## src/rtl/mdu_seq_if.sv

```systemverilog
// Handshake bundle between EX and the HI/LO multiply/divide sequencer.
// EX drives the request side (master); the sequencer drives stall, strobe and results (slave).
interface mdu_seq_if #(
    parameter int unsigned WIDTH = 32
);
    logic             flush;
    logic             op_valid;
    logic [1:0]       op;
    logic [WIDTH-1:0] src_a;
    logic [WIDTH-1:0] src_b;
    logic             stall_ex;
    logic             hilo_we;
    logic [WIDTH-1:0] hi_out;
    logic [WIDTH-1:0] lo_out;
    logic             busy;
    logic             div_zero;

    modport master (
        output flush, op_valid, op, src_a, src_b,
        input  stall_ex, hilo_we, hi_out, lo_out, busy, div_zero
    );

    modport slave (
        input  flush, op_valid, op, src_a, src_b,
        output stall_ex, hilo_we, hi_out, lo_out, busy, div_zero
    );
endinterface

```

## src/rtl/mdu_seq.sv

```systemverilog
// HI/LO multiply/divide sequencer: one-cycle multiply, WIDTH-step restoring divide,
// with an EX stall request held until the HI/LO write strobe.
module mdu_seq #(
    parameter int unsigned WIDTH = 32,
    parameter int unsigned CNT_W = 6
) (
    input logic         clk,
    input logic         rst,
    mdu_seq_if.slave    bus
);
    typedef enum logic [1:0] {StIdle, StMul, StDiv, StDone} state_e;

    state_e           state_q, state_d;
    logic [CNT_W-1:0] cnt_q, cnt_d;
    // a_q holds the multiplicand, or the dividend shifting out as quotient bits shift in
    logic [WIDTH-1:0] a_q, a_d;
    logic [WIDTH-1:0] b_q, b_d;
    logic [WIDTH-1:0] rem_q, rem_d;
    logic [WIDTH-1:0] hi_q, hi_d;
    logic [WIDTH-1:0] lo_q, lo_d;
    logic             neg_quo_q, neg_quo_d;
    logic             neg_rem_q, neg_rem_d;
    logic             dz_q, dz_d;

    logic             is_signed;
    logic [WIDTH-1:0] a_mag, b_mag;
    logic [WIDTH:0]   rem_sh, trial;
    logic             take;
    logic [WIDTH-1:0] rem_nx, quo_nx;
    logic [2*WIDTH-1:0] prod, prod_s;

    assign is_signed = ~bus.op[0];
    assign a_mag = (is_signed && bus.src_a[WIDTH-1]) ? -bus.src_a : bus.src_a;
    assign b_mag = (is_signed && bus.src_b[WIDTH-1]) ? -bus.src_b : bus.src_b;

    // Borrow out of the (WIDTH+1)-bit trial subtract says whether the divisor fits
    assign rem_sh = {rem_q, a_q[WIDTH-1]};
    assign trial  = rem_sh - {1'b0, b_q};
    assign take   = ~trial[WIDTH];
    assign rem_nx = take ? trial[WIDTH-1:0] : rem_sh[WIDTH-1:0];
    assign quo_nx = {a_q[WIDTH-2:0], take};

    assign prod   = {{WIDTH{1'b0}}, a_q} * {{WIDTH{1'b0}}, b_q};
    assign prod_s = neg_quo_q ? -prod : prod;

    always_ff @(posedge clk) begin
        if (rst) begin
            state_q   <= StIdle;
            cnt_q     <= '0;
            a_q       <= '0;
            b_q       <= '0;
            rem_q     <= '0;
            hi_q      <= '0;
            lo_q      <= '0;
            neg_quo_q <= 1'b0;
            neg_rem_q <= 1'b0;
            dz_q      <= 1'b0;
        end else begin
            state_q   <= state_d;
            cnt_q     <= cnt_d;
            a_q       <= a_d;
            b_q       <= b_d;
            rem_q     <= rem_d;
            hi_q      <= hi_d;
            lo_q      <= lo_d;
            neg_quo_q <= neg_quo_d;
            neg_rem_q <= neg_rem_d;
            dz_q      <= dz_d;
        end
    end

    always_comb begin
        state_d   = state_q;
        cnt_d     = cnt_q;
        a_d       = a_q;
        b_d       = b_q;
        rem_d     = rem_q;
        hi_d      = hi_q;
        lo_d      = lo_q;
        neg_quo_d = neg_quo_q;
        neg_rem_d = neg_rem_q;
        dz_d      = dz_q;
        if (bus.flush) begin
            state_d = StIdle;
            cnt_d   = '0;
        end else begin
            unique case (state_q)
                StIdle: begin
                    if (bus.op_valid) begin
                        a_d       = a_mag;
                        b_d       = b_mag;
                        rem_d     = '0;
                        cnt_d     = '0;
                        dz_d      = 1'b0;
                        neg_quo_d = is_signed & (bus.src_a[WIDTH-1] ^ bus.src_b[WIDTH-1]);
                        neg_rem_d = is_signed & bus.src_a[WIDTH-1];
                        if (!bus.op[1]) begin
                            state_d = StMul;
                        end else if (bus.src_b == '0) begin
                            state_d = StDone;
                            hi_d    = bus.src_a;
                            lo_d    = '1;
                            dz_d    = 1'b1;
                        end else begin
                            state_d = StDiv;
                        end
                    end
                end
                StMul: begin
                    hi_d    = prod_s[2*WIDTH-1:WIDTH];
                    lo_d    = prod_s[WIDTH-1:0];
                    state_d = StDone;
                end
                StDiv: begin
                    a_d   = quo_nx;
                    rem_d = rem_nx;
                    cnt_d = cnt_q + CNT_W'(1);
                    if (cnt_q == CNT_W'(WIDTH - 1)) begin
                        hi_d    = neg_rem_q ? -rem_nx : rem_nx;
                        lo_d    = neg_quo_q ? -quo_nx : quo_nx;
                        state_d = StDone;
                    end
                end
                StDone:  state_d = StIdle;
                default: state_d = StIdle;
            endcase
        end
    end

    always_comb begin
        bus.stall_ex = ~bus.flush & (((state_q == StIdle) & bus.op_valid)
                                     | (state_q == StMul) | (state_q == StDiv));
        bus.hilo_we  = ~bus.flush & (state_q == StDone);
        bus.busy     = (state_q != StIdle);
        bus.hi_out   = hi_q;
        bus.lo_out   = lo_q;
        bus.div_zero = dz_q;
    end
endmodule

```

## src/flat_wrapper.sv

```systemverilog
// flat-port wrapper written by rule: the top's interface ports become plain ports
module mdu_seq_flat 
#(
    parameter int unsigned WIDTH = 32,
    parameter int unsigned CNT_W = 6
)
  (clk, rst, bus_flush, bus_op_valid, bus_op, bus_src_a, bus_src_b, bus_stall_ex, bus_hilo_we, bus_hi_out, bus_lo_out, bus_busy, bus_div_zero);
  mdu_seq_if #(.WIDTH(WIDTH)) bus_i ();
  input logic clk;
  input logic rst;
  input wire logic [$bits(bus_i.flush)-1:0] bus_flush;
  input wire logic [$bits(bus_i.op_valid)-1:0] bus_op_valid;
  input wire logic [$bits(bus_i.op)-1:0] bus_op;
  input wire logic [$bits(bus_i.src_a)-1:0] bus_src_a;
  input wire logic [$bits(bus_i.src_b)-1:0] bus_src_b;
  output wire logic [$bits(bus_i.stall_ex)-1:0] bus_stall_ex;
  output wire logic [$bits(bus_i.hilo_we)-1:0] bus_hilo_we;
  output wire logic [$bits(bus_i.hi_out)-1:0] bus_hi_out;
  output wire logic [$bits(bus_i.lo_out)-1:0] bus_lo_out;
  output wire logic [$bits(bus_i.busy)-1:0] bus_busy;
  output wire logic [$bits(bus_i.div_zero)-1:0] bus_div_zero;
  assign bus_i.flush = bus_flush;
  assign bus_i.op_valid = bus_op_valid;
  assign bus_i.op = bus_op;
  assign bus_i.src_a = bus_src_a;
  assign bus_i.src_b = bus_src_b;
  assign bus_stall_ex = bus_i.stall_ex;
  assign bus_hilo_we = bus_i.hilo_we;
  assign bus_hi_out = bus_i.hi_out;
  assign bus_lo_out = bus_i.lo_out;
  assign bus_busy = bus_i.busy;
  assign bus_div_zero = bus_i.div_zero;
  mdu_seq #(.WIDTH(WIDTH), .CNT_W(CNT_W)) u_core (.clk(clk), .rst(rst), .bus(bus_i));
endmodule
```

## config.mk

```make
export PLATFORM = sky130hd
export DESIGN_NAME = mdu_seq_flat
export DESIGN_NICKNAME = d
export VERILOG_FILES = /design/src/rtl/mdu_seq_if.sv /design/src/rtl/mdu_seq.sv /design/src/flat_wrapper.sv
export SDC_FILE = /design/constraint.sdc
export NUM_CORES = 2
export LEC_CHECK = 0
export ABC_AREA = 1
export BUFFER_PORTS_ARGS = -buffer_cell sky130_fd_sc_hd__buf_2
export CELL_PAD_IN_SITES_DETAIL_PLACEMENT = 2
export CELL_PAD_IN_SITES_GLOBAL_PLACEMENT = 2
export CORE_UTILIZATION = 25
export DETAILED_ROUTE_END_ITERATION = 6
export MAX_ROUTING_LAYER = met4
export PLACE_DENSITY = 0.58
export SLEW_MARGIN = 15
export SYNTH_ARGS = -nofsm -noshare
export SYNTH_HDL_FRONTEND = slang
export SYNTH_SLANG_ARGS = --single-unit
export TNS_END_PERCENT = 5
```

## constraint.sdc

```tcl
create_clock -name clk -period 13.26 [get_ports clk]
set_clock_uncertainty 0.2 [all_clocks]
set_input_delay 2.652 -clock clk [delete_from_list [all_inputs] [get_ports clk]]
set_output_delay 2.652 -clock clk [all_outputs]
set_load 0.005 [all_outputs]
```

; Word level (Yosys, flattened, before mapping)
; Index checks and enable logic that the tools add are counted.
[op_classes]
magnitude_cmp = 0
bitwise_logic = 11
n_eq_ne = 8
n_shift = 0
multipliers = 1
n_addsub = 7
mux = 29
reduce_logical = 13
div_mod_pow = 0
[ops]
columns = operator, count
row1 = 32-bit 2-to-1 mux, 15
row2 = 32-bit case mux with 3 select lines, 2
row3 = 32-bit negation, 4
row4 = 32-bit case mux with 2 select lines, 2
row5 = 32-bit by 32-bit multiplier with 64-bit output, 1
row6 = 64-bit 2-to-1 mux, 1
row7 = 64-bit negation, 1
row8 = 33-bit by 32-bit subtractor with 33-bit output, 1
row9 = 32-bit zero test, 1
row10 = 6-bit case mux with 2 select lines, 1
row11 = 2-bit case mux with 4 select lines, 1
row12 = "6-bit by 1-bit adder with 6-bit output, second input constant", 1
row13 = "6-bit by 5-bit == test with 1-bit output, second input constant", 1
row14 = 2-bit 2-to-1 mux, 3
row15 = 6-bit 2-to-1 mux, 1
row16 = 3-bit AND reduction, 2
row17 = 6-bit AND reduction, 1
row18 = 1-bit bitwise AND, 5
row19 = "2-bit == test, second input constant", 2
row20 = "2-bit by 1-bit inequality test with 1-bit output, second input constant", 2
row21 = "2-bit inequality test, second input constant", 2
row22 = 2-bit AND reduction, 2
row23 = 2-bit nonzero test, 2
row24 = 1-bit 2-to-1 mux, 3
row25 = other kinds (8), 12
[totals]
out_inout_bits = 68
rom_bits = 0
memories = 0
ff_bits = 171
latchBits = 0
ramBits = 0
inputBits = 70

; Logic depth before layout (Yosys ltp)
[depth]
ltp_word = 6
ltp_mapped = 46
depth_no_buf = 44

; Worst setup path before layout
; Ideal clock, no wire load.
[synth_timing]
kind = flip-flop to flip-flop
start = reg u_core.a_q[11]
end = reg u_core.hi_q[27], in the netlist u_core.bus.hi_out[27]
synth_period_minus_slack_ns = 7.538
arrival_time_ns = 7.206
slack_ns = 5.722
n_path_buf = 2
required_ns = 12.928
stages_incl_launch_ff = 39
path_cell_list = dfxtp_1 clkbuf_1 buf_1 nand2_1 inv_1 fa_1 fa_1 fa_1 inv_1 fa_1 inv_1 fa_1 inv_1 fa_1 inv_1 fa_1 inv_1 fa_1 [3 not listed] nor2_2 nand2_1 inv_1 nand4_1 nand3_1 nand2_1 nand2_1 nand2_1 nor2_2 nand3_1 nor2_1 nand2_1 o21ai_1 nand3_1 nand3_1 nand3_1 nand2_1 a21oi_1
[synth_between]
elab_chain_cells = 4
[synth_lines]
columns = item, line
row1 = from (decl), mdu_seq.sv:16  ; logic [WIDTH-1:0] a_q, a_d;
row2 = from (signal assigned), mdu_seq.sv:50  ; a_q <= '0;
row3 = from (signal assigned), mdu_seq.sv:61  ; a_q <= a_d;
row4 = 32-bit by 32-bit multiplier with 64-bit output *, mdu_seq.sv:43  ; assign prod = {{WIDTH{1'b0}}, a_q} * {{WIDTH{1'b0}}, b_q};
row5 = 64-bit negation, mdu_seq.sv:44  ; assign prod_s = neg_quo_q ? -prod : prod;
row6 = 64-bit 2-to-1 mux *, mdu_seq.sv:44
row7 = 32-bit case mux with 3 select lines *, mdu_seq.sv:87  ; unique case (state_q)
row8 = to (signal assigned), mdu_seq.sv:64  ; hi_q <= hi_d;
row9 = to (decl), mdu_seq.sv:19  ; logic [WIDTH-1:0] hi_q, hi_d;
; Mark *: on every way between the ends. The rest lies on a longest branch, timed or not.
; A chain may end at the register's enable or synchronous reset.

; Worst setup path after layout
[layout_timing]
start = reg u_core.a_q[14]
end = reg u_core.hi_q[6], in the netlist u_core.bus.hi_out[6]
; Same word-level chain as after synthesis.

==> flow_metrics.tcl <==
set metrics [dict create \
    final.min_clock_period_ps 10060 \
    synth.avg_cell_area_sq_um 6.61 \
    crit_fanout 25 \
    hp-class "flop to flop" \
    yosysTopAreaCellShare_pct 34.4 \
    fp.dieArea_sq_um 211000 \
    clock_path_buffers 2 \
    clk_pin_slew_ps 100 \
    hold_start "u_core.a_q[2]" \
    finalSetupViolations 0 \
    arrival_ps 10240 \
    power_density_nw_per_um2 63.0 \
    place_area_sq_um 55800 \
    vias 49200 \
    finalMaxSlewViolations 0 \
    grt_pass1_wl_microns 353000 \
    clock_latency_ps 530 \
    yosys.area.top_type "fa_1" \
    finalCritPeriodShare_pct 75.9 \
    ant_nets 0 \
    ys_async_sr_fraction_pct 0 \
    drc 0 \
    status "complete, no violations" \
    grt_max_degree 69 \
    slew_headroom_pct 30.2 \
    fin_area_sq_um 56400 \
    nets 9059 \
    crit_top_cell "nand2_1" \
    syn-cell-area_sq_um 52200 \
    drt_iter0_drc 2486 \
    viasPerCell 4.65 \
    drtPass1Iterations 7 \
    cp-start-kind "flop" \
    finalHoldViolCount 0 \
    core_area_sq_um 207000 \
    rsz0062_at_grt "no" \
    cpMaxStageDelayCell "dfxtp_2" \
    ys_top_cells_by_area "fa_1 (34%), nand2_1 (18%), inv_1 (15%)" \
    io_pins 138 \
    r2r_end "u_core.bus.hi_out[6]" \
    drt_wl_total_microns 236000 \
    synth.distinct_cells 57 \
    antenna_found_initial 18 \
    peakVddDrop_mv 0.113 \
    syn_to_final_growth_pct 8.11 \
    end_kind "flop" \
    max_freq_ghz 0.0994 \
    holdBufCountCts 0 \
    post_cts_resized 0 \
    grt_pass1_vias 55100 \
    fp.dieH_microns 459 \
    leakagePower_nw 32.9 \
    grt_usage_pct 23.1 \
    setup-tns-final_ps 0 \
    ys_seq_elements 171 \
    fp.dieW_microns 459 \
    fillers 25100 \
    regToRegSetupSlack_ps 3200 \
    ys_warn_count 0 \
    cts_root_buf "clkbuf_16" \
    reg2reg_from "u_core.a_q[14]" \
    cts_sinks 171 \
    required_ps 13440 \
    dp_hpwl_microns 196000 \
    gp_congestion 0.900 \
    hold_end "u_core.a_q[2]" \
    post_drt_wl_per_cell_microns 22.3 \
    syn-num-nets 9166 \
    io_buffer_count 137 \
    drv_cap 0 \
    synth_edf_count 0 \
    holdPathStages 2 \
    fp-row-count 167 \
    cts_setup_buffers 0 \
    cpPeakStageDelay_ps 770 \
    synthFlopType "dfxtp_1" \
    worstMarginPinSlew_ps 1040 \
    initial_core_util_pct 25.2 \
    drive_gt1_share_pct 5.55 \
    htree_levels 4 \
    crit_type "flop to flop" \
    cts_made_buffers 17 \
    syn-instance-count 7893 \
    reg2reg_depth 33 \
    cts_tree "built" \
    grt-ovfl-total 0 \
    synth_seq_area_share_pct 6.56 \
]
==> through the flow <==
step	worst slack, ps	power (mW)	utilization, %	hold slack (ps)	cells
2_1_floorplan	5720	2.03	-	253	7893
3_3_place_gp	3280	2.96	26.9	250	10600
3_5_place_dp	3270	2.99	26.9	260	10600
4_1_cts	3180	3.62	27.2	274	10600
5_1_grt	2740	3.86	27.2	295	10600
6_report	3200	3.56	27.2	273	10600
==> cells in the mapped netlist (30+ instances only) <==
library cell and number:
o21ai_0 156, nand2_2 40, dfxtp_1 171, a21oi_1 293, inv_1 2101, nor2_1 347
clkbuf_1 275, fa_1 897, nor2_2 30, nand3_1 292, nor3_1 73, nand4_1 57
xor2_1 37, nand2_1 2477, ha_1 306, buf_1 75
==> registers in the layout, summed over array words and instances (netlist names) <==
name                 cells
u_core.bus.lo_out       32
u_core.bus.hi_out       32
u_core.a_q              32
u_core.b_q              32
u_core.bus.div_zero      1
u_core.rem_q            32
u_core.neg_quo_q         1
u_core.state_q           2
u_core.cnt_q             6
u_core.neg_rem_q         1
==> worst max-delay path, delay by kind of cell (launching register included) <==
family | cells | cell delay (ps)
fa+ha+maj | 9 | 4520
simple gates | 13 | 2520
compound gates | 5 | 970
buf+inv | 6 | 820
flops | 1 | 770
==> worst max-delay path by stage <==
stage	from	to	slack, ps	cells after the start
6_report	u_core.a_q[14]	u_core.bus.hi_out[6]	3200	33
2_1_floorplan	u_core.a_q[11]	u_core.bus.hi_out[27]	5720	38
3_5_place_dp	u_core.a_q[20]	u_core.bus.hi_out[19]	3270	32
5_1_grt	u_core.a_q[14]	u_core.bus.hi_out[5]	2740	32
4_1_cts	u_core.a_q[20]	u_core.bus.hi_out[19]	3180	32
3_3_place_gp	u_core.a_q[20]	u_core.bus.hi_out[6]	3280	33
==> routing by layer <==
layer	vias to the layer above	share of wire [%]	GRT usage (%)	routed length, microns
li1	22600	-	-	-
met1	25800	48	31.5	114000
met2	669	47	37.9	111000
met3	135	3.0	1.96	7130
met4	0	1.4	3.43	3280
met5	-	0	-	0
==> placed cells by master (no fill, tap or decap), drive strengths merged, types with 4 or more instances in the layout <==
master	instances
nand2	2523
or2	9
diode	4
nor3	76
ha	306
nand3	299
a21o	4
o21bai	10
nand3b	29
dfxtp	171
a21oi	298
o31ai	4
o211ai	24
nor4	14
o221ai	28
o21ai	171
nand4	58
xnor2	27
clkbuf	17
xor2	37
clkinv	13
nor2	377
inv	2126
fa	897
a31oi	20
buf	238
==> cell families (layout without fill, tap and decap cells) <==
logic type | after synthesis | after routing | synth area share [%]
flip-flops | 171 | 171 | 6.56
other | 0 | 4 | 0
XOR/XNOR | 64 | 64 | 1.09
buffers and inverters | 2488 | 2394 | 18.0
AND/OR/NAND/NOR | 3392 | 3392 | 26.5
adder cells (fa/ha/maj) | 1203 | 1203 | 41.7
AO/OA/AOI/OAI | 575 | 575 | 6.14
==> power by group <==
part / switching [mW] / leakage (nW) / internal (mW)
registers: 0.0377 / 1.40 / 0.533
clock network: 0.326 / 0.312 / 0.266
logic: 1.71 / 31.2 / 0.683
==> cell type report <==
type	instances	area, sq um	area share, %
tap	2788	3490	6.18
multi-input combinational	5234	39400	69.8
inverter	2124	7970	14.1
antenna	4	10.0	0.0177
sequential	171	3460	6.14
clock inverter	15	224	0.397
clock buffer	17	425	0.754
timing repair buffer	238	1450	2.56
Power figures use the tool's default switching activity.
